$ cat src/rtl/button_scan_ctrl.sv
// Debounce scheduler: NB_BUTTONS inputs share one settle timer through a round-robin grant.
// Define BUTTON_SCAN_IRQ_EN to add sticky event flags with irq_clr/irq ports.
module button_scan_ctrl #(
  parameter int NB_BUTTONS  = 4,
  parameter int CLK_FREQ    = 95000,
  parameter int DEBOUNCE_MS = 20,
  localparam int OW         = (NB_BUTTONS > 1) ? $clog2(NB_BUTTONS) : 1
) (
  input  logic                  clk,
  input  logic                  rst,
  input  logic [NB_BUTTONS-1:0] button_in,
  output logic [NB_BUTTONS-1:0] button_state,
  output logic [NB_BUTTONS-1:0] button_event,
  output logic                  busy,
  output logic [OW-1:0]         owner
`ifdef BUTTON_SCAN_IRQ_EN
  ,
  input  logic [NB_BUTTONS-1:0] irq_clr,
  output logic                  irq
`endif
);

  localparam int MAX_COUNT = CLK_FREQ * DEBOUNCE_MS;
  localparam int TW        = $clog2(MAX_COUNT + 1);

  typedef enum logic [1:0] {IDLE, SETTLE, COMMIT} state_t;

  state_t                  state;
  logic [NB_BUTTONS-1:0]   sync1;
  logic [NB_BUTTONS-1:0]   sync2;
  logic [NB_BUTTONS-1:0]   req;
  logic [NB_BUTTONS-1:0]   commit_set;
  logic [TW-1:0]           timer;
  logic [OW-1:0]           last_grant;
  logic [OW-1:0]           grant_idx;
  logic                    grant_valid;

  assign req = sync2 ^ button_state;

  // Descending scan so the lowest offset from last_grant+1 is the one that sticks.
  always_comb begin
    grant_valid = 1'b0;
    grant_idx   = '0;
    for (int k = NB_BUTTONS; k >= 1; k--) begin
      if (req[(int'(last_grant) + k) % NB_BUTTONS]) begin
        grant_valid = 1'b1;
        grant_idx   = OW'((int'(last_grant) + k) % NB_BUTTONS);
      end
    end
  end

  always_comb begin
    commit_set = '0;
    if (state == COMMIT && req[owner]) commit_set[owner] = 1'b1;
  end

  always_ff @(posedge clk) begin
    if (!rst) begin
      sync1        <= '0;
      sync2        <= '0;
      button_state <= '0;
      button_event <= '0;
      busy         <= 1'b0;
      owner        <= '0;
      timer        <= '0;
      last_grant   <= OW'(NB_BUTTONS - 1);
      state        <= IDLE;
    end else begin
      sync1        <= button_in;
      sync2        <= sync1;
      button_event <= commit_set;
      button_state <= button_state ^ commit_set;
      case (state)
        IDLE: begin
          if (grant_valid) begin
            owner      <= grant_idx;
            last_grant <= grant_idx;
            timer      <= '0;
            busy       <= 1'b1;
            state      <= SETTLE;
          end
        end
        SETTLE: begin
          if (!req[owner]) begin
            busy  <= 1'b0;
            state <= IDLE;
          end else if (timer == TW'(MAX_COUNT - 1)) begin
            state <= COMMIT;
          end else begin
            timer <= timer + TW'(1);
          end
        end
        COMMIT: begin
          busy  <= 1'b0;
          state <= IDLE;
        end
        default: state <= IDLE;
      endcase
    end
  end

`ifdef BUTTON_SCAN_IRQ_EN
  logic [NB_BUTTONS-1:0] event_flags;

  // A new event outranks a clear landing in the same cycle.
  always_ff @(posedge clk) begin
    if (!rst) begin
      event_flags <= '0;
      irq         <= 1'b0;
    end else begin
      event_flags <= (event_flags & ~irq_clr) | commit_set;
      irq         <= |event_flags;
    end
  end
`endif

endmodule

$ cat config.mk
export PLATFORM = sky130hd
export DESIGN_NAME = button_scan_ctrl
export DESIGN_NICKNAME = d
export VERILOG_FILES = /design/src/rtl/button_scan_ctrl.sv
export SDC_FILE = /design/constraint.sdc
export NUM_CORES = 1
export LEC_CHECK = 0
export BUFFER_PORTS_ARGS = -buffer_cell sky130_fd_sc_hd__buf_2
export CAP_MARGIN = 20
export CORE_UTILIZATION = 45
export DETAILED_ROUTE_END_ITERATION = 8
export PLACE_DENSITY = 0.71
export SYNTH_ARGS = -nofsm -noshare
export SYNTH_HDL_FRONTEND = slang
export SYNTH_SLANG_ARGS = --single-unit
$ cat constraint.sdc
create_clock -name clk -period 2.7 [get_ports clk]
set_input_delay 0.54 -clock clk [delete_from_list [all_inputs] [get_ports clk]]
set_output_delay 0.54 -clock clk [all_outputs]
set_load 0.01 [all_outputs]
* Yosys cells after proc, flatten, opt, wreduce, memory -nomap -nowiden
Cells that the tools add are included.
** Cells by class
- Reduce and logical (&&, ||, !) cells :: 13
- Muxes and demuxes :: 36
- Equal/unequal tests :: 8
- Add/subtract/negate cells :: 5
- $lt $le $gt $ge :: 6
- Bitwise gates (word level) :: 6
** Operators by type and width (count)
- $mux 21 :: 3
- $pmux 21 s2 :: 1
- $add 21x1->21 const B :: 1
- $eq 21x21->1 const B :: 1
- $lt 3x4->1 const B :: 4
- $mux 1 :: 16
- $mux 2 :: 7
- $bmux 1 s2 :: 5
- $ne 2x2->1 const B :: 4
- $reduce_or 2->1 :: 4
- $xor 4x4->4 :: 2
- $add 2x1->2 const B :: 2
- $add 2x2->2 const B :: 2
- $and 1x1->1 const A :: 4
- $mux 4 :: 1
- $pmux 2 s2 :: 1
- $reduce_and 2->1 :: 2
- $reduce_and 4->1 :: 1
- $lt 2x3->1 const B :: 1
- $ne 3x3->1 const B :: 1
- $pmux 1 s3 :: 1
- $reduce_and 3->1 :: 1
- $reduce_bool 3->1 :: 1
- $demux 1 s2 :: 1
- 6 further kinds :: 7
** Word-level totals
- Register bits :: 44
- Input bits :: 6
- Word-level logic and storage cells :: 83

* Longest topological paths before layout
Gate-level depths: netlist of run 1.
- Depth in word-level cells :: 12
- Mapped depth :: 9
- Gate-level depth less buffers :: 7

* Worst setup path before layout of run 1
Ideal clock, no wire load.
- Kind :: register to register
- Start point :: register timer[5]
- End point :: register timer[1]
- Data required time :: 2.632 ns
- Library setup time :: 0.068 ns
- Arrival :: 2.222 ns
- Stages on the path, launching flop included :: 9
- Path slack :: 0.411 ns
- Cells stage by stage :: dfxtp_1 > or4b_1 > or4_4 > o211a_4 > o21ai_4 > buf_6 > buf_12 > nand2_2 > a21oi_2
** On the way
- Word-level cells in the longest chain between the ends :: 3
** RTL lines
- from (decl) :: RTL line 33 : logic [TW-1:0] timer;
- from (signal assigned) :: RTL line 90 : timer <= timer + TW'(1);
- $eq 21x21->1 :: RTL line 87 : end else if (timer == TW'(MAX_COUNT - 1)) begin
- $ne 2x2->1 (no source line)
- $reduce_and 4->1 (no source line)
No other way between the ends.
A chain may end at the register's enable or synchronous reset.

* Final worst setup path of run 1
- Start point :: register button_state[1]
- End point :: register timer[20]
** On the way
- Word-level cells in the longest chain between the ends :: 10
- Elaborated cells between the ends (all ways) :: 22
- Classes of those cells :: eq/ne: 2; mux: 18; bitwise: 1; reduce/logical: 1
** RTL lines
- from (decl) :: RTL line 12 : output logic [NB_BUTTONS-1:0] button_state,
- from (signal assigned) :: RTL line 72 : button_state <= button_state ^ commit_set;
- $xor 4x4->4 (*) :: RTL line 38 : assign req = sync2 ^ button_state;
- $bmux 1 s2 :: RTL line 45 : if (req[(int'(last_grant) + k) % NB_BUTTONS]) begin
- $mux 1 (not written as such) (2 in series) :: RTL line 45
- $mux 1 (4 in series) :: RTL line 45
- $ne 2x2->1 (no source line)
- $reduce_and 4->1 (no source line) (*)
Mark *: on every way between the ends. The rest lies on a longest branch, timed or not. The select of a mux whose other input is x is not followed.

==> reports/metrics.cfg, run 1 <==
[logic_synthesis]
synth.distinct_cells = 45
synth_compound_area_share_pct = 18.0
avgSynthCellArea_um2 = 9.08
ys_seq_area_share_pct = 41.3
synth_top_family_by_area = simple AND/OR/NAND/NOR gates
synthArstFlopShare_pct = 0
muxShareOfSynthArea_pct = 1.52
yosys_warnings = 0
syn-cell-area_um2 = 2130
synthAdderAreaFrac_pct = 2.93
ys.flop_type = dfxtp_1
syn_inst = 235
synth_simple_gate_area_share_pct = 27.0
synth_edf_count = 0
ys_seq_elements = 44
synth_xor_area_share_pct = 5.34
synth_nets = 246

[status]
status = finished clean

[grt]
grt_use_total_pct = 16.6
first_global_vias = 1461
gr-total-overflow = 0
antenna_found_initial = 0
grt_max_degree = 27
grt_first_pass_wirelength_um = 6630

[power]
p_clk_share_pct = 30.7
p_sw_uw = 335
internal-power_uw = 912
pwr-share-seq_pct = 55.1
p_sw_share_pct = 26.9
power_density_nw_per_um2 = 534
leakage_uw = 0.000868
combPwrFrac_pct = 14.2
peakVddDrop_v = 0.000318

[job]
cap_violations = 0

[critical_path]
required_ps = 2920
r2r_cells = 7
crit_type = flop to flop
crit_arrival_ps = 2550
path_max_fanout = 26
cp-end-kind = flop
cp-start-kind = flop

[sta]
timing.setup.tns_ps = 0
slew_viol_final = 0
maxSlewHeadroom_pct = 65.8
setup_violations = 0
fin_crit_sh_pct = 86.2
holdWs_ps = 430
tightest_slew_ps = 508
hold_viol_final = 0
period_needed_ps = 2330
fin_skew_ps = 7.49
rsz0062_at_grt = no
clock.fmax_mhz = 430

[cts]
cts.sinks = 44
cts_root_buf = clkbuf_8
clk_latency_ps = 290
cts_max_level = 2
cts_buffers = 5
cts_buffer_depth = 2
cts_tree = done
path_clk_slew_ps = 80
cts_setup_buffers = 0
ctsHoldBuffers = 0
cts_resized = 0

[routing]
drt_iter0_markers = 107
wl_per_cell_um = 13.0
viasPerCell = 5.57
dr.pass1.iters = 6
vias = 1694
detail-route-antenna-nets = 0
drc = 0
wl_um = 3950

[placement]
placedCellCount = 297
dp_hpwl_um = 2840
gp_congestion = 0.804
io_buffer_count = 16

[finish]
syn_to_final_growth_pct = 9.56
nets = 263
final_layout_size_suffix_gt1_share_pct = 17.1
antenna_cells = 0
finalNonFillerCells = 304

[floorplan]
dieArea_um2 = 5020
die_y_um = 70.9
die_w_um = 70.9
start_util_pct = 48.0
rows = 24
core_area_um2 = 4440
io_pins = 17

[min_path]
whs_path_depth = 1
worstHoldPathType = flop to flop

==> cells by family (layout without fill, tap and decap cells) <==
| family | after synthesis | in the layout |
|---|---|---|
| and+or+nand+nor | 105 | 105 |
| muxes | 2 | 2 |
| xor gates and xnor gates | 13 | 13 |
| adders and majority gates | 5 | 5 |
| DFF | 44 | 44 |
| buffers and inverters | 16 | 33 |
| AOI/OAI and AO/OA | 50 | 50 |
==> power by group through the flow <==
stage	sequential, µW	clock [µW]	combinational, µW
2_1_floorplan	698	0	144
3_3_place_gp	702	0	176
3_5_place_dp	702	0	178
4_1_cts	687	393	178
5_1_grt	690	423	196
6_report	687	383	177
==> stage by stage <==
stage                     utilization, %  worst slack, ps  total power [µW]  area (µm²)
after detailed placement            50.8              398               880        2260
after global placement              50.8              405               878        2260
after floorplan                        -              411               842        2130
after CTS                           52.6              357              1260        2340
final                               52.6              373              1250        2340
after global routing                52.6              206              1310        2340
==> layout by cell type, fill, tap and decap left out, types with 4 or more instances in the layout <==
cell type,n
ha_1,5
or3_1,5
a21oi_1,9
or4_1,9
and3_1,5
nand4_1,5
nand3_1,6
xnor2_1,9
o31ai_1,5
buf_2,16
o21ai_2,5
nand2b_1,4
nand2_1,27
inv_1,6
dfxtp_1,44
clkbuf_8,5
xor2_1,4
a21oi_2,6
o21ai_0,4
and2_1,16
o211ai_1,8
nor2_1,13
==> synth_stat cells, types with 3 or more instances <==
cell | count | area (µm²)
a211oi_1 | 3 | 22.5
a21oi_1 | 9 | 45.0
a21oi_2 | 6 | 52.6
and2_1 | 16 | 100
and3_1 | 5 | 31.3
clkbuf_1 | 7 | 26.3
dfxtp_1 | 44 | 881
ha_1 | 5 | 62.6
inv_1 | 6 | 22.5
nand2_1 | 27 | 101
nand2b_1 | 4 | 25.0
nand3_1 | 6 | 30.0
nand4_1 | 5 | 31.3
nor2_1 | 13 | 48.8
nor3_1 | 3 | 15.0
o211ai_1 | 8 | 60.1
o21ai_0 | 5 | 25.0
o21ai_2 | 5 | 43.8
o31ai_1 | 5 | 37.5
or3_1 | 5 | 31.3
or4_1 | 9 | 67.6
xnor2_1 | 9 | 78.8
xor2_1 | 4 | 35.0
==> per-layer routing <==
| metal | up-vias | global-route usage (%) | wire [µm] |
|---|---|---|---|
| li1 | 870 | - | - |
| met4 | 0 | 7.56 | 49 |
| met5 | - | 0 | 0 |
| met2 | 35 | 25.7 | 1750 |
| met1 | 782 | 22.0 | 2010 |
| met3 | 7 | 3.85 | 151 |
==> worst max-delay path, stage by stage (launching register included) <==
cell     delay, ps
dfxtp_1        380
xor2_1         390
mux4_2         400
o211a_4        200
o21ai_4         70
buf_12         160
or4_1          500
a21oi_1        150
==> area by class of cell <==
class	instances	area, µm²
Clock inverter	1	5.00
Sequential cell	44	881
Timing Repair Buffer	20	123
Multi-Input combinational cell	175	1170
Clock buffer	6	72.6
Fill cell	418	2110
Inverter	6	22.5
Tap cell	52	65.1
==> state kept, by name, summed over array words and instances, names as in the netlist <==
| register | cells |
|---|---|
| busy | 1 |
| button_event | 4 |
| button_state | 4 |
| last_grant | 2 |
| owner | 2 |
| state | 2 |
| sync1 | 4 |
| sync2 | 4 |
| timer | 21 |
==> final timing paths <==
path              slack, ps   endpoint       startpoint
setup / recovery        370  timer[20]  button_state[1]
hold / removal          430   sync2[1]         sync1[1]
hold reg to reg         430   sync2[1]         sync1[1]
setup reg to reg        370  timer[20]  button_state[1]
Power figures use the tool's default switching activity.
==> run 2: changes to the inputs <==
--- a/config.mk
+++ b/config.mk
@@ -10,6 +10,7 @@
 export CORE_UTILIZATION = 45
 export DETAILED_ROUTE_END_ITERATION = 8
 export PLACE_DENSITY = 0.71
+export REMOVE_ABC_BUFFERS = 1
 export SYNTH_ARGS = -nofsm -noshare
 export SYNTH_HDL_FRONTEND = slang
 export SYNTH_SLANG_ARGS = --single-unit
==> reports/metrics.cfg, run 2 (synthesis gave the netlist of run 1 again) <==
[routing]
viasPerCell = 5.59
drc = 0
dr.pass1.iters = 6
detail-route-antenna-nets = 0
vias = 1723
wl_per_cell_um = 13.4
wl_um = 4130
drt_iter0_markers = 102

[cts]
clk_latency_ps = 300
cts_root_buf = clkbuf_8
ctsHoldBuffers = 0
cts_resized = 0
cts_max_level = 2
path_clk_slew_ps = 80
cts_tree = done
cts_buffers = 5
cts_setup_buffers = 0
cts.sinks = 44
cts_buffer_depth = 2

[min_path]
holdPathEnd = sync2[2]
min_from = sync1[2]
worstHoldPathType = flop to flop
whs_path_depth = 1

[floorplan]
die_w_um = 70.9
core_area_um2 = 4440
rows = 24
io_pins = 17
die_y_um = 70.9
dieArea_um2 = 5020
start_util_pct = 48.0

[grt]
grt_first_pass_wirelength_um = 7170
antenna_found_initial = 0
grt_use_total_pct = 18.0
gr-total-overflow = 0
first_global_vias = 1614
grt_max_degree = 27

[sta]
period_needed_ps = 2370
clock.fmax_mhz = 422
fin_crit_sh_pct = 87.8
tightest_slew_ps = 593
setup_violations = 0
hold_viol_final = 0
slew_viol_final = 0
fin_skew_ps = 4.35
rsz0062_at_grt = no
maxSlewHeadroom_pct = 60.2

[placement]
dp_hpwl_um = 2870
io_buffer_count = 16
gp_congestion = 0.782

[status]
status = finished clean

[power]
peakVddDrop_v = 0.000249
power.total_uw = 1400
leakage_uw = 0.000903
power_density_nw_per_um2 = 583

[critical_path]
cp-end-kind = flop
r2r_end = timer[0]
cp_num_buf_inv = 0
rrSetupSlack_ps = 330
crit_family = simple AND/OR/NAND/NOR gates
path_cells = or4b_1, or4_4, o211ai_1, a21oi_1, xnor2_1, nor2_1
slowest_stage = or4b_1
r2r_cells = 6
cp-start-kind = flop
path_max_fanout = 7
crit_arrival_ps = 2560
cp_num_cells = 6
slowest_delay_ps = 530
crit_type = flop to flop
rr_startpoint = timer[5]
required_ps = 2890

[finish]
fin_util_pct = 54.1
largest_register = timer
nets = 266
antenna_cells = 0
final_common_cell = dfxtp_1
fillers = 406
largest_reg_flops = 21
layout_common_cells = dfxtp_1, nand2_1, and2_1, buf_2, nor2_1
syn_to_final_growth_pct = 12.7
final_layout_size_suffix_gt1_share_pct = 18.8

[job]
cap_violations = 0

-- run 2: cell types whose count changed in the layout (fill, tap and decap cells not counted), sizes merged --
cell    before  now
buf         20   23
bufinv       0    1
-- run 2: worst reg2reg max path: cells and delay by family, from the launching register on --
kind	cells	cell delay (ps)
and+or+nand+nor	3	1090
DFF	1	360
AOI/OAI and AO/OA	2	620
xor gates and xnor gates	1	190
-- run 2: worst max path at each step --
stage / from / endpoint / slack, ps
4_1_cts: timer[5] / timer[0] / 350
3_3_place_gp: button_state[2] / timer[4] / 370
3_5_place_dp: button_state[3] / timer[4] / 380
5_1_grt: button_state[1] / timer[4] / 120
2_1_floorplan: button_state[1] / timer[15] / -30
6_report: timer[5] / timer[0] / 330
-- run 2: metal layers --
| layer | global-route usage, % | wire length, µm | vias to the layer above |
|---|---|---|---|
| met5 | 0 | 0 | - |
| met4 | 8.00 | 62 | 0 |
| met3 | 3.85 | 135 | 6 |
| met2 | 28.1 | 1880 | 28 |
| met1 | 24.0 | 2050 | 814 |
| li1 | - | - | 875 |
-- run 2: report_power, final --
part	switching, µW	internal (µW)
Clock	225	302
Combinational	117	72.6
Sequential	15.4	668
-- run 2: final cells by class --
class	count	area [µm²]	area share (%)
clock buffer	6	82.6	3.44
clock inverter	2	38.8	1.61
timing repair buffer	23	145	6.04
multi-input combinational	175	1170	48.6
inverter	6	22.5	0.937
tap	52	65.1	2.71
sequential	44	881	36.6
-- run 2: stage by stage --
stage | hold slack [ps] | std cells | TNS (ps) | area, µm² | setup slack [ps]
detailed placement | 422 | 300 | 0 | 2280 | 380
global placement | 414 | 300 | 0 | 2280 | 374
floorplan | 412 | 225 | -137 | 2070 | -30.6
finish | 441 | 308 | 0 | 2400 | 330
global route | 442 | 308 | 0 | 2400 | 122
CTS | 434 | 308 | 0 | 2400 | 354
==> run 3: changes to the inputs <==
--- a/config.mk
+++ b/config.mk
@@ -7,9 +7,9 @@
 export LEC_CHECK = 0
 export BUFFER_PORTS_ARGS = -buffer_cell sky130_fd_sc_hd__buf_2
 export CAP_MARGIN = 20
-export CORE_UTILIZATION = 45
+export CORE_UTILIZATION = 59
 export DETAILED_ROUTE_END_ITERATION = 8
-export PLACE_DENSITY = 0.71
+export PLACE_DENSITY = 0.87
 export REMOVE_ABC_BUFFERS = 1
 export SYNTH_ARGS = -nofsm -noshare
 export SYNTH_HDL_FRONTEND = slang
==> reports/metrics.cfg, run 3 (synthesis gave the netlist of run 1 again) <==
[power]
p_sw_uw = 321
leakage_uw = 0.000854
internal-power_uw = 858
pwr-share-seq_pct = 58.3
combPwrFrac_pct = 14.2
p_clk_share_pct = 27.5
p_sw_share_pct = 27.2
power.total_uw = 1180
peakVddDrop_v = 0.000348
power_density_nw_per_um2 = 513

[cts]
cts_resized = 0
cts_root_buf = clkbuf_4
cts_tree = done
cts_buffer_depth = 2
clk_latency_ps = 350
cts_max_level = 2
cts_buffers = 5
ctsHoldBuffers = 0
cts.sinks = 44
path_clk_slew_ps = 130
cts_setup_buffers = 0

[sta]
period_needed_ps = 2440
hold_viol_final = 0
clock.fmax_mhz = 410
fin_skew_ps = 13.2
maxSlewHeadroom_pct = 55.8
slew_viol_final = 0
rsz0062_at_grt = no
timing.setup.tns_ps = 0
setup_slack_ps = 258
tightest_slew_ps = 658
fin_crit_sh_pct = 90.4
setup_violations = 0

[grt]
grt_first_pass_wirelength_um = 7000
gr-total-overflow = 0
grt_max_degree = 27
antenna_found_initial = 0
first_global_vias = 1629
grt_use_total_pct = 22.6

[finish]
antenna_cells = 0
largest_reg_flops = 21
nets = 263
fin_util_pct = 67.8
largest_register = timer
final_common_cell = dfxtp_1
syn_to_final_growth_pct = 7.74
design_area_um2 = 2300
final_layout_size_suffix_gt1_share_pct = 17.0
layout_common_cells = dfxtp_1, nand2_1, and2_1, buf_2, nor2_1

[critical_path]
path_max_fanout = 26
cp-end-kind = flop
r2r_end = timer[13]
cp_num_buf_inv = 1
required_ps = 2920
crit_arrival_ps = 2660
path_cells = or4b_1, or4_4, o211a_4, o21ai_4, buf_4, or3_1, a21oi_2
rrSetupSlack_ps = 260
r2r_cells = 7
crit_family = simple AND/OR/NAND/NOR gates
rr_startpoint = timer[5]
slowest_stage = or4b_1
slowest_delay_ps = 520
crit_type = flop to flop
cp-start-kind = flop

[placement]
pre_cts_slack_ps = 288
dpl_cell_area_um2 = 2240
dp_hpwl_um = 2830
gp_congestion = 0.788
io_buffer_count = 16

[floorplan]
start_util_pct = 62.9
rows = 21
dieArea_um2 = 3860
die_w_um = 62.1
die_y_um = 62.1
io_pins = 17
core_area_um2 = 3390

[routing]
vias = 1722
drc = 0
wl_um = 3850
viasPerCell = 5.76
detail-route-antenna-nets = 0
dr.pass1.iters = 4
drt_iter0_markers = 82
wl_per_cell_um = 12.9

[job]
cap_violations = 0

[min_path]
whs_path_depth = 2
holdPathEnd = sync1[2]
min_from = button_in[2]
worstHoldPathType = input port to flop

[status]
status = finished clean

-- run 3: changes by cell type in the layout (fill, tap and decap cells not counted) --
| cell | change |
|---|---|
| buf_4 | -2 |
| clkbuf_1 | +2 |
| bufinv_16 | -1 |
| clkbuf_8 | -5 |
| buf_12 | -1 |
| clkinv_4 | -1 |
| clkbuf_4 | +5 |
-- run 3: worst max-delay path by stage --
stage / start / end / slack [ps] / cells after the start
3_5_place_dp: timer[5] / timer[16] / 290 / 7
6_report: timer[5] / timer[13] / 260 / 7
3_3_place_gp: timer[5] / timer[13] / 320 / 7
4_1_cts: timer[5] / timer[13] / 270 / 7
5_1_grt: timer[5] / timer[13] / 130 / 7
2_1_floorplan: button_state[1] / timer[15] / -30 / 6
-- run 3: stage by stage --
step / hold slack, ps / instances
finish: 391 / 299
detailed placement: 423 / 291
global placement: 414 / 291
floorplan: 412 / 225
global route: 366 / 299
CTS: 382 / 299
-- run 3: final cells by class --
cell class	count	area, µm²
Tap cell	46	57.6
Inverter	6	22.5
Fill cell	264	1090
Multi-Input combinational cell	175	1170
Sequential cell	44	881
Clock buffer	8	58.8
Timing Repair Buffer	20	110
-- run 3: routing by layer --
layer | track usage (%) | wire [µm]
met3 | 5.51 | 160
met4 | 9.88 | 68
met1 | 28.1 | 1850
met2 | 37.2 | 1780
met5 | 0 | 0
-- run 3: power groups by stage --
stage | logic, µW | registers, µW | clock network [µW]
5_1_grt | 187 | 691 | 360
4_1_cts | 167 | 687 | 334
6_report | 167 | 687 | 325
3_5_place_dp | 166 | 702 | 0
2_1_floorplan | 111 | 703 | 0
3_3_place_gp | 162 | 701 | 0
